[src/rtl/inst_fetch_decode.sv]
// Instruction fetch and MIPS-I decode stage.
// Runs a single fetch from instruction memory, captures the returned word and
// presents a one-hot flag vector plus an illegal indication to a downstream
// controller through a valid/ready handshake.
// Optional feature: define ILLEGAL_TRAP_EN to park the block in a TRAP state
// after an illegal word has been handed over; only reset leaves TRAP.
module inst_fetch_decode (
    input  logic        clk,
    input  logic        rst_n,
    input  logic        fetch_en,
    input  logic [31:0] pc,
    output logic        imem_req,
    output logic [31:0] imem_addr,
    input  logic        imem_ack,
    input  logic [31:0] imem_rdata,
    output logic        dec_valid,
    input  logic        dec_ready,
    output logic [30:0] inst_flags,
    output logic [31:0] ir,
    output logic        illegal
);

    // Flag bit positions
    localparam int unsigned FlAdd   = 0;
    localparam int unsigned FlAddu  = 1;
    localparam int unsigned FlSub   = 2;
    localparam int unsigned FlSubu  = 3;
    localparam int unsigned FlAnd   = 4;
    localparam int unsigned FlOr    = 5;
    localparam int unsigned FlXor   = 6;
    localparam int unsigned FlNor   = 7;
    localparam int unsigned FlSlt   = 8;
    localparam int unsigned FlSltu  = 9;
    localparam int unsigned FlSll   = 10;
    localparam int unsigned FlSrl   = 11;
    localparam int unsigned FlSra   = 12;
    localparam int unsigned FlSllv  = 13;
    localparam int unsigned FlSrlv  = 14;
    localparam int unsigned FlSrav  = 15;
    localparam int unsigned FlJr    = 16;
    localparam int unsigned FlAddi  = 17;
    localparam int unsigned FlAddiu = 18;
    localparam int unsigned FlAndi  = 19;
    localparam int unsigned FlOri   = 20;
    localparam int unsigned FlXori  = 21;
    localparam int unsigned FlLw    = 22;
    localparam int unsigned FlSw    = 23;
    localparam int unsigned FlBeq   = 24;
    localparam int unsigned FlBne   = 25;
    localparam int unsigned FlSlti  = 26;
    localparam int unsigned FlSltiu = 27;
    localparam int unsigned FlLui   = 28;
    localparam int unsigned FlJ     = 29;
    localparam int unsigned FlJal   = 30;

    // Primary opcodes
    localparam logic [5:0] OpSpecial = 6'h00;
    localparam logic [5:0] OpJ       = 6'h02;
    localparam logic [5:0] OpJal     = 6'h03;
    localparam logic [5:0] OpBeq     = 6'h04;
    localparam logic [5:0] OpBne     = 6'h05;
    localparam logic [5:0] OpAddi    = 6'h08;
    localparam logic [5:0] OpAddiu   = 6'h09;
    localparam logic [5:0] OpSlti    = 6'h0A;
    localparam logic [5:0] OpSltiu   = 6'h0B;
    localparam logic [5:0] OpAndi    = 6'h0C;
    localparam logic [5:0] OpOri     = 6'h0D;
    localparam logic [5:0] OpXori    = 6'h0E;
    localparam logic [5:0] OpLui     = 6'h0F;
    localparam logic [5:0] OpLw      = 6'h23;
    localparam logic [5:0] OpSw      = 6'h2B;

    // SPECIAL function codes
    localparam logic [5:0] FnSll  = 6'h00;
    localparam logic [5:0] FnSrl  = 6'h02;
    localparam logic [5:0] FnSra  = 6'h03;
    localparam logic [5:0] FnSllv = 6'h04;
    localparam logic [5:0] FnSrlv = 6'h06;
    localparam logic [5:0] FnSrav = 6'h07;
    localparam logic [5:0] FnJr   = 6'h08;
    localparam logic [5:0] FnAdd  = 6'h20;
    localparam logic [5:0] FnAddu = 6'h21;
    localparam logic [5:0] FnSub  = 6'h22;
    localparam logic [5:0] FnSubu = 6'h23;
    localparam logic [5:0] FnAnd  = 6'h24;
    localparam logic [5:0] FnOr   = 6'h25;
    localparam logic [5:0] FnXor  = 6'h26;
    localparam logic [5:0] FnNor  = 6'h27;
    localparam logic [5:0] FnSlt  = 6'h2A;
    localparam logic [5:0] FnSltu = 6'h2B;

    typedef enum logic [1:0] {
        StIdle  = 2'd0,
        StReq   = 2'd1,
        StValid = 2'd2
`ifdef ILLEGAL_TRAP_EN
        ,
        StTrap  = 2'd3
`endif
    } state_e;

    state_e      state;
    logic [5:0]  op;
    logic [5:0]  funct;
    logic [30:0] dec_flags;

    assign op    = imem_rdata[31:26];
    assign funct = imem_rdata[5:0];

    // Combinational decode of the word currently on the memory bus
    always_comb begin
        dec_flags = '0;
        if (op == OpSpecial) begin
            case (funct)
                FnAdd:   dec_flags[FlAdd]  = 1'b1;
                FnAddu:  dec_flags[FlAddu] = 1'b1;
                FnSub:   dec_flags[FlSub]  = 1'b1;
                FnSubu:  dec_flags[FlSubu] = 1'b1;
                FnAnd:   dec_flags[FlAnd]  = 1'b1;
                FnOr:    dec_flags[FlOr]   = 1'b1;
                FnXor:   dec_flags[FlXor]  = 1'b1;
                FnNor:   dec_flags[FlNor]  = 1'b1;
                FnSlt:   dec_flags[FlSlt]  = 1'b1;
                FnSltu:  dec_flags[FlSltu] = 1'b1;
                FnSll:   dec_flags[FlSll]  = 1'b1;
                FnSrl:   dec_flags[FlSrl]  = 1'b1;
                FnSra:   dec_flags[FlSra]  = 1'b1;
                FnSllv:  dec_flags[FlSllv] = 1'b1;
                FnSrlv:  dec_flags[FlSrlv] = 1'b1;
                FnSrav:  dec_flags[FlSrav] = 1'b1;
                FnJr:    dec_flags[FlJr]   = 1'b1;
                default: dec_flags         = '0;
            endcase
        end else begin
            case (op)
                OpAddi:  dec_flags[FlAddi]  = 1'b1;
                OpAddiu: dec_flags[FlAddiu] = 1'b1;
                OpAndi:  dec_flags[FlAndi]  = 1'b1;
                OpOri:   dec_flags[FlOri]   = 1'b1;
                OpXori:  dec_flags[FlXori]  = 1'b1;
                OpLw:    dec_flags[FlLw]    = 1'b1;
                OpSw:    dec_flags[FlSw]    = 1'b1;
                OpBeq:   dec_flags[FlBeq]   = 1'b1;
                OpBne:   dec_flags[FlBne]   = 1'b1;
                OpSlti:  dec_flags[FlSlti]  = 1'b1;
                OpSltiu: dec_flags[FlSltiu] = 1'b1;
                OpLui:   dec_flags[FlLui]   = 1'b1;
                OpJ:     dec_flags[FlJ]     = 1'b1;
                OpJal:   dec_flags[FlJal]   = 1'b1;
                default: dec_flags          = '0;
            endcase
        end
    end

    // Fetch FSM; every output is a register updated here
    always_ff @(posedge clk or negedge rst_n) begin
        if (!rst_n) begin
            state      <= StIdle;
            imem_req   <= 1'b0;
            imem_addr  <= '0;
            dec_valid  <= 1'b0;
            ir         <= '0;
            inst_flags <= '0;
            illegal    <= 1'b0;
        end else begin
            unique case (state)
                StIdle: begin
                    // imem_ack is deliberately ignored here
                    if (fetch_en) begin
                        imem_addr <= pc;
                        imem_req  <= 1'b1;
                        state     <= StReq;
                    end
                end
                StReq: begin
                    // fetch_en is not looked at: an issued request always completes
                    if (imem_ack) begin
                        ir         <= imem_rdata;
                        inst_flags <= dec_flags;
                        illegal    <= (dec_flags == '0);
                        imem_req   <= 1'b0;
                        dec_valid  <= 1'b1;
                        state      <= StValid;
                    end
                end
                StValid: begin
                    if (dec_ready) begin
                        dec_valid <= 1'b0;
`ifdef ILLEGAL_TRAP_EN
                        if (illegal) begin
                            state <= StTrap;
                        end else
`endif
                        if (fetch_en) begin
                            imem_addr <= pc;
                            imem_req  <= 1'b1;
                            state     <= StReq;
                        end else begin
                            state <= StIdle;
                        end
                    end
                end
`ifdef ILLEGAL_TRAP_EN
                StTrap: begin
                    // Sticky until reset
                    dec_valid <= 1'b0;
                    imem_req  <= 1'b0;
                    illegal   <= 1'b1;
                end
`endif
                default: begin
                    state     <= StIdle;
                    imem_req  <= 1'b0;
                    dec_valid <= 1'b0;
                end
            endcase
        end
    end

endmodule

[config.mk]
export PLATFORM = sky130hd
export DESIGN_NAME = inst_fetch_decode
export DESIGN_NICKNAME = d
export VERILOG_FILES = /design/src/rtl/inst_fetch_decode.sv
export SDC_FILE = /design/constraint.sdc
export NUM_CORES = 1
export LEC_CHECK = 0
export CAP_MARGIN = 30
export CORE_MARGIN = 8
export CORE_UTILIZATION = 45
export CTS_CLUSTER_DIAMETER = 100
export DETAILED_ROUTE_END_ITERATION = 8
export GPL_ROUTABILITY_DRIVEN = 0
export PLACE_DENSITY_LB_ADDON = 0.05
export SLEW_MARGIN = 20
export SYNTH_ARGS = -nofsm -noshare
export SYNTH_HDL_FRONTEND = slang
export SYNTH_SLANG_ARGS = --single-unit
[constraint.sdc]
create_clock -name clk -period 2.5 [get_ports clk]
set_input_delay 0.75 -clock clk [delete_from_list [all_inputs] [get_ports clk]]
set_output_delay 0.75 -clock clk [all_outputs]
set_load 0.005 [all_outputs]
# Word level (Yosys, flattened, before mapping)
# Index checks and enable logic that the tools add are counted.
# totals
word_cells	100
regBits	100
inputBits	69
output_inout_bits	98
# classes
n_reduce_logical	10
n_mux	47
n_eq_ne	35
n_bitwise	1
# ops
cell	n
6-bit equality test, second input constant	12
32-bit two-way mux	2
32-bit case mux with 2 select lines	1
6-bit by 4-bit equality test with 1-bit output, second input constant	9
1-bit two-way mux	37
31-bit logical NOT	1
31-bit two-way mux	1
6-bit by 3-bit equality test with 1-bit output, second input constant	5
6-bit by 2-bit equality test with 1-bit output, second input constant	4
6-bit logical NOT	2
2-bit two-way mux	3
2-bit inequality test, second input constant	3
1-bit case mux with 3 select lines	2
2-bit case mux with 3 select lines	1
2-bit AND reduction	3
3-bit AND reduction	2
2-bit by 1-bit equality test with 1-bit output, second input constant	1
2-bit equality test, second input constant	1
2-bit logical NOT	1
2-bit nonzero test	1
1-bit NOT	1

# Depth between registers and ports, before layout
# Gate-level depths: netlist of the first run.
# depth
ltp_word	4
mapped_depth	6
depth_no_buf	5

# Least setup slack after synthesis of the first run
# Ideal clock, no wire load.
# synth_path
path_type	in2reg
start	input port imem_rdata[27]
end	register inst_flags[15]
n_path_buf	1
slack_ps	365
stages	6
arrival_ps	2058
setup_time_ps	77
required_ps	2423
cell_sequence	buf_6 or4_4 or3_4 nor2_8 nand3_1 o21ai_1
# synth_via
elab_chain_len	2
# synth_rtl
item	line_no	text
from (decl)	15	input logic [31:0] imem_rdata,
6-bit logical NOT	113	if (op == OpSpecial) begin
31-bit two-way mux	113	
to (signal assigned)	179	inst_flags <= dec_flags;
to (decl)	18	output logic [30:0] inst_flags,
# No other way between the ends.
# A chain may end at the register's enable or synchronous reset.

# Worst setup path in the final report of the first run
# layout_path
start	input port imem_rdata[31]
end	register inst_flags[4]
# The elaborated chain is that of the path after synthesis.

==> results of run 1 <==
==> state kept, by name (all words and copies together), names as in the netlist <==
| name | cells |
|---|---|
| illegal | 1 |
| ir | 32 |
| imem_req | 1 |
| dec_valid | 1 |
| imem_addr | 32 |
| state | 2 |
| inst_flags | 31 |
==> routing by layer <==
metal	wire, um	vias up	share of wire [%]	GRT usage, %
li1	-	1582	-	-
met1	4080	1645	37	21.1
met2	5550	111	51	31.1
met3	1220	6	11	7.91
met4	82	0	0.75	5.30
met5	0	-	0	0
==> critical path: cells and delay by family <==
kind / cells / cell delay (ns)
and+or+nand+nor: 4 / 1.18
buffers and inverters: 1 / 0.42
AOI/OAI and AO/OA: 1 / 0.18
==> final timing paths <==
| check | from | to | slack [ns] |
|---|---|---|---|
| worst max-delay path | imem_rdata[31] | inst_flags[4]$_DFFE_PN0P_ | 0.23 |
| worst min-delay path | rst_n | inst_flags[9]$_DFFE_PN0P_ | 0.32 |
| worst max register to register | state[0]$_DFFE_PN0P_ | illegal$_DFFE_PN0P_ | 0.86 |
| worst min register to register | ir[16]$_DFFE_PN0P_ | ir[16]$_DFFE_PN0P_ | 0.48 |
| max in group asynchronous | rst_n | ir[22]$_DFFE_PN0P_ | 1.52 |
| min in group clk | ir[16]$_DFFE_PN0P_ | ir[16]$_DFFE_PN0P_ | 0.48 |
==> report_power, final <==
group / switching (uW) / internal (uW) / total, uW
clock network: 568 / 603 / 1170
registers: 301 / 2160 / 2460
logic: 813 / 1410 / 2230
==> stage by stage <==
step           setup slack [ns]  instance area (sq um)  util (%)
2_1_floorplan             0.365                   3950         -
3_3_place_gp            -0.0831                   5880      68.1
3_5_place_dp             -0.142                   5880      68.1
4_1_cts                   0.233                   6110      70.8
5_1_grt                   0.114                   6110      70.8
6_report                  0.226                   6110      70.8
==> cell families after synthesis <==
logic type / Yosys count
AND/OR/NAND/NOR: 161
flip-flops: 100
AO/OA/AOI/OAI: 52
multiplexers: 32
buffers and inverters: 23
==> layout make-up <==
| cell class | count | area [sq um] | share of cell area, % |
|---|---|---|---|
| Multi-Input combinational cell | 245 | 1350 | 22.1 |
| Clock inverter | 6 | 93.8 | 1.53 |
| Sequential cell | 100 | 2500 | 40.9 |
| Clock buffer | 10 | 138 | 2.25 |
| Inverter | 5 | 18.8 | 0.307 |
| Tap cell | 108 | 135 | 2.21 |
| Timing Repair Buffer | 188 | 1870 | 30.7 |
==> cells in the mapped netlist <==
| cell type | n |
|---|---|
| sky130_fd_sc_hd__nand2_1 | 129 |
| sky130_fd_sc_hd__dfrtp_1 | 100 |
| sky130_fd_sc_hd__o21ai_0 | 34 |
| sky130_fd_sc_hd__mux2_2 | 32 |
| sky130_fd_sc_hd__clkbuf_1 | 14 |
| sky130_fd_sc_hd__nand3_1 | 9 |
| sky130_fd_sc_hd__nor2_1 | 7 |
| sky130_fd_sc_hd__inv_1 | 5 |
| sky130_fd_sc_hd__a21oi_1 | 4 |
| sky130_fd_sc_hd__nand2b_1 | 3 |
| sky130_fd_sc_hd__o21ai_1 | 3 |
| sky130_fd_sc_hd__a211o_1 | 2 |
| sky130_fd_sc_hd__buf_1 | 2 |
| sky130_fd_sc_hd__nand3b_1 | 2 |
| sky130_fd_sc_hd__o31ai_1 | 2 |
| sky130_fd_sc_hd__o41ai_1 | 2 |
| sky130_fd_sc_hd__or2_2 | 2 |
| sky130_fd_sc_hd__a2111oi_0 | 1 |
| sky130_fd_sc_hd__a21o_1 | 1 |
| sky130_fd_sc_hd__a41oi_1 | 1 |
| sky130_fd_sc_hd__and3b_1 | 1 |
| sky130_fd_sc_hd__buf_4 | 1 |
| sky130_fd_sc_hd__buf_6 | 1 |
| sky130_fd_sc_hd__nand3_2 | 1 |
| sky130_fd_sc_hd__nand4b_1 | 1 |
| sky130_fd_sc_hd__nor2_8 | 1 |
| sky130_fd_sc_hd__nor3_1 | 1 |
| sky130_fd_sc_hd__o21a_1 | 1 |
| sky130_fd_sc_hd__o32a_1 | 1 |
| sky130_fd_sc_hd__or3_1 | 1 |
| sky130_fd_sc_hd__or3_4 | 1 |
| sky130_fd_sc_hd__or4_1 | 1 |
| sky130_fd_sc_hd__or4_4 | 1 |
==> impl_metrics.tcl, run 1 <==
set metrics [dict create \
    status "complete, no violations" \
    cp_data_arrival_time_ns 2.54 \
    synth-seq-area-share_pct 63.4 \
    clk_transition_reported_paths_ns 0.10 \
    vias 3344 \
    postSynthAreaPerCell_sq_um 10.7 \
    timing.final.crit_share_pct 91.0 \
    ys_ff_latch 100 \
    final-max-slew-violation-count 0 \
    stdcell_count 662 \
    floorplan.io_pins 167 \
    critPathCaptureType "flip-flop" \
    grt_antenna_before_repair 0 \
    worstSkewPairLatency_ns 0.35 \
    grt_use_total_pct 18.5 \
    detail_route.wirelength_mm 10.9 \
    report.final.hold_viol_count 0 \
    vias_per_inst 5.05 \
    grt_pass1_vias 3526 \
    grt_first_pass_wirelength_mm 17.6 \
    grt_start_max_net_pins 46 \
    count_of_antenna_diodes_in_the_layout 0 \
    critPathLaunchType "primary input" \
    slew-limit-headroom_pct 70.8 \
    critical_path.max_fanout 5 \
    die_width_um 110 \
    drtAntennaViolNets 0 \
    numPlacedInstances 646 \
    synth.top_cells.by_area "sky130_fd_sc_hd__dfrtp_1, sky130_fd_sc_hd__nand2_1, sky130_fd_sc_hd__mux2_2, sky130_fd_sc_hd__o21ai_0, sky130_fd_sc_hd__clkbuf_1" \
    cts-root-to-sink-buffers 2 \
    final.fill_count 677 \
    cts.root.buffer_cell "sky130_fd_sc_hd__clkbuf_8" \
    tritoncts "done" \
    cts_buffers 9 \
    firstDrtPassIters 4 \
    timing.fmax_mhz 440 \
    slowest_delay_ns 0.55 \
    timing.setup.critical_path_class "primary input to flip-flop" \
    cp_slowest_cell "sky130_fd_sc_hd__or4_4" \
    worst_margin_pin_slew_ns 0.438 \
    initialDrtViolationCount 151 \
    dp.final_hpwl_mm 8.48 \
    portion_of_netlist_area_occupied_by_mux_cells_pct 9.13 \
    portBuffers 166 \
    number_of_sinks_driven_by_the_clock_tree 100 \
    pwr_density_cell_nw_per_um2 958 \
    wire_per_inst_um 16.5 \
    required_ns 2.76 \
    worst_r2r_path_depth 5 \
    synth_top_family_by_area "simple AND/OR/NAND/NOR gates" \
    most-common-layout-cells "sky130_fd_sc_hd__clkdlybuf4s50_1, sky130_fd_sc_hd__nand2_1, sky130_fd_sc_hd__dfrtp_1" \
    synthesis.area_sq_um 3950 \
    grt_setup_unrepaired "no" \
    tns_ns 0 \
    area.growth.synth_to_final_pct 54.8 \
    syn-num-nets 437 \
    floorplan.core_area_sq_um 8640 \
    total_power_uw 5860 \
    setup-violations-final 0 \
    min-delay-path-class "primary input to async pin" \
    synth_adder_area_share_pct 0 \
    synth_top_area_cell "sky130_fd_sc_hd__dfrtp_1" \
    drive_above_1_share_pct 14.1 \
    synth_compound_gate_area_share_pct 7.54 \
    floorplan.die.height_um 110 \
    synth-simple-area-share_pct 17.5 \
    post_cts_hold_buffer_count 0 \
    chain_of_cells_forming_the_critical_path "clkdlybuf4s50_1 -> or4_4 -> or3_4 -> nor2_8 -> nand3_2 -> o21ai_0" \
    timing.hold.ws_ns 0.323 \
    cts_post_setup_buffers_inserted 0 \
    worst_clock_skew_ns 0.0114 \
    yosys.area_share.xor_xnor_pct 0 \
    number_of_gates_resized_after_cts 0 \
    std_cell_rows 34 \
    max-cap-violations 0 \
    syn-instance-count 368 \
    nNetsFinal 618 \
    final_period_minus_worst_setup_slack_ns 2.27 \
    power_leakage_uw 0.00271 \
    vdd_drop_max_mv 0.577 \
    dieArea_sq_um 12000 \
    htree_levels 3 \
    number_of_distinct_library_cell_variants_in_the_gate_level_netlist_after_synthesis 33 \
    area_share_of_the_largest_cell_type_after_synthesis_pct 63.4 \
    layout.cells.most_common "sky130_fd_sc_hd__clkdlybuf4s50_1" \
    detailed_route_drc_error_count 0 \
    grt_overflow_total 0 \
    floorplan.initialDensity_pct 45.7 \
    synthesis.yosys.warnings 0 \
]
(Power assumes the default switching activity.)
==> inputs of run 2 (changes only) <==
- CAP_MARGIN: 30 -> not set
- HOLD_SLACK_MARGIN: not set -> 0.02
==> results of run 2 <==
No change in the layout: final DEF, timing and power equal those of run 1.
==> inputs of run 3 (changes only) <==
- CTS_CLUSTER_DIAMETER: 100 -> 120
- PLACE_DENSITY: not set -> 0.93
- PLACE_DENSITY_LB_ADDON: 0.05 -> not set
==> run 3 against run 2 <==
Non-clock buffer count decreased by 5. Global-route usage decreased by 0.23 points. Register-to-register slack got worse by 0.02 ns. Cell count decreased by 0.91%. Clock power decreased by 21%. Largest cell class unchanged.
==> impl_metrics.tcl, run 3 (synthesis gave the netlist of run 1 again) <==
set metrics [dict create \
    slew-limit-headroom_pct 60.5 \
    vias_per_inst 5.04 \
    pwr-share-seq_pct 43.7 \
    grt_use_total_pct 18.3 \
    number_of_sinks_driven_by_the_clock_tree 100 \
    clk_transition_reported_paths_ns 0.09 \
    setup.reg_to_reg.worst_slack_ns 0.84 \
    final-max-slew-violation-count 0 \
    htree_levels 3 \
    grt_setup_unrepaired "no" \
    dieArea_sq_um 12000 \
    cts.root.buffer_cell "sky130_fd_sc_hd__clkbuf_8" \
    critPathCaptureType "flip-flop" \
    power.switching_fraction_pct 29.9 \
    total_power_uw 5620 \
    firstDrtPassIters 4 \
    p_switching_uw 1680 \
    number_of_gates_resized_after_cts 0 \
    floorplan.initialDensity_pct 45.7 \
    timing.setup.critical_path_class "primary input to flip-flop" \
    post_cts_hold_buffer_count 0 \
    chain_of_cells_forming_the_critical_path "clkdlybuf4s50_1 -> or4_4 -> or3_4 -> nor2_8 -> nand2_1 -> o21ai_0" \
    cts-root-to-sink-buffers 2 \
    drive_above_1_share_pct 12.8 \
    cts_post_setup_buffers_inserted 0 \
    worstSkewPairLatency_ns 0.36 \
    std_cell_rows 34 \
    worst_r2r_endpoint "inst_flags[30]$_DFFE_PN0P_" \
    floorplan.io_pins 167 \
    grt_antenna_before_repair 0 \
    portBuffers 166 \
    setup-violations-final 0 \
    grt_pass1_vias 3451 \
    drtAntennaViolNets 0 \
    detail_route.wirelength_mm 11.0 \
    comb_power_share_pct 39.8 \
    pwr_density_cell_nw_per_um2 938 \
    area.growth.synth_to_final_pct 51.6 \
    worst_r2r_path_depth 5 \
    timing.critical_path.to "inst_flags[1]$_DFFE_PN0P_" \
    slowest_delay_ns 0.54 \
    grt_start_max_net_pins 47 \
    tritoncts "done" \
    grt_overflow_total 0 \
    worst_margin_pin_slew_ns 0.593 \
    floorplan.core_area_sq_um 8640 \
    vdd_drop_max_mv 0.563 \
    count_of_antenna_diodes_in_the_layout 0 \
    cts_buffers 9 \
    timing.final.crit_share_pct 91.4 \
    report.final.hold_viol_count 0 \
    nNetsFinal 613 \
    critical_path.max_fanout 5 \
    max-cap-violations 0 \
    die_width_um 110 \
    status "complete, no violations" \
    p_int_uw 3940 \
    numPlacedInstances 641 \
    cp_slowest_cell "sky130_fd_sc_hd__or4_4" \
    detailed_route_drc_error_count 0 \
    min-delay-path-class "primary input to async pin" \
    worst_setup_path_startpoint "imem_rdata[30]" \
    grt_first_pass_wirelength_mm 17.2 \
    timing.fmax_mhz 438 \
    initialDrtViolationCount 112 \
    stdcell_count 656 \
    share_clk_of_total_power_pct 16.5 \
    layout.cells.most_common "sky130_fd_sc_hd__clkdlybuf4s50_1" \
    largest_registers_in_the_final_layout "imem_addr (32), ir (32), inst_flags (31)" \
    cp_data_arrival_time_ns 2.55 \
    worst_clock_skew_ns 0.0125 \
    most-common-layout-cells "sky130_fd_sc_hd__clkdlybuf4s50_1, sky130_fd_sc_hd__nand2_1, sky130_fd_sc_hd__dfrtp_1" \
    final_period_minus_worst_setup_slack_ns 2.28 \
    floorplan.die.height_um 110 \
    required_ns 2.77 \
    critPathLaunchType "primary input" \
    wire_per_inst_um 16.7 \
    dp.final_hpwl_mm 8.48 \
    r2r-start "state[0]$_DFFE_PN0P_" \
    power_leakage_uw 0.00264 \
    vias 3308 \
]
run 3: worst min-delay path by stage:
stage                            end  cells after the start
2_1_floorplan  dec_valid$_DFFE_PN0P_                      0
3_3_place_gp      ir[22]$_DFFE_PN0P_                      2
3_5_place_dp      ir[14]$_DFFE_PN0P_                      2
4_1_cts            ir[6]$_DFFE_PN0P_                      1
5_1_grt           ir[10]$_DFFE_PN0P_                      1
6_report          ir[12]$_DFFE_PN0P_                      1
run 3: area by class of cell:
type | count | area, sq um
clock buffer | 12 | 145
clock inverter | 3 | 23.8
fill | 633 | 2650
inverter | 5 | 18.8
multi-input combinational | 245 | 1350
sequential | 100 | 2500
tap | 108 | 135
timing repair buffer | 183 | 1810
run 3: per-stage QoR:
| stage | instance area [sq um] | worst slack (ns) | util, % | hold slack (ns) | setup TNS [ns] |
|---|---|---|---|---|---|
| after floorplan | 3950 | 0.365 | - | 0.454 | 0 |
| after global placement | 5820 | -0.0713 | 67.4 | 0.458 | -0.744 |
| after detailed placement | 5820 | -0.151 | 67.4 | 0.461 | -1.65 |
| after CTS | 5990 | 0.241 | 69.3 | 0.403 | 0 |
| after global routing | 5990 | 0.101 | 69.3 | 0.439 | 0 |
| final | 5990 | 0.216 | 69.3 | 0.388 | 0 |
run 3: power groups by stage:
| stage | Clock (uW) | Combinational (uW) | Sequential [uW] |
|---|---|---|---|
| 6_report | 924 | 2240 | 2460 |
| 5_1_grt | 1010 | 2410 | 2530 |
| 4_1_cts | 946 | 2280 | 2460 |
| 3_5_place_dp | 0 | 2270 | 2490 |
| 3_3_place_gp | 0 | 2200 | 2460 |
| 2_1_floorplan | 0 | 689 | 2510 |
run 3: critical path: cells and delay by family:
kind,cells,cell delay [ns]
simple gates,4,1.16
compound gates,1,0.19
buf+inv,1,0.45
run 3: layer usage:
| layer | GRT usage, % | vias to the layer above | wire (um) |
|---|---|---|---|
| met5 | 0 | - | 0 |
| met4 | 6.65 | 0 | 164 |
| li1 | - | 1575 | - |
| met3 | 5.80 | 14 | 931 |
| met1 | 20.5 | 1605 | 4120 |
| met2 | 31.9 | 114 | 5760 |
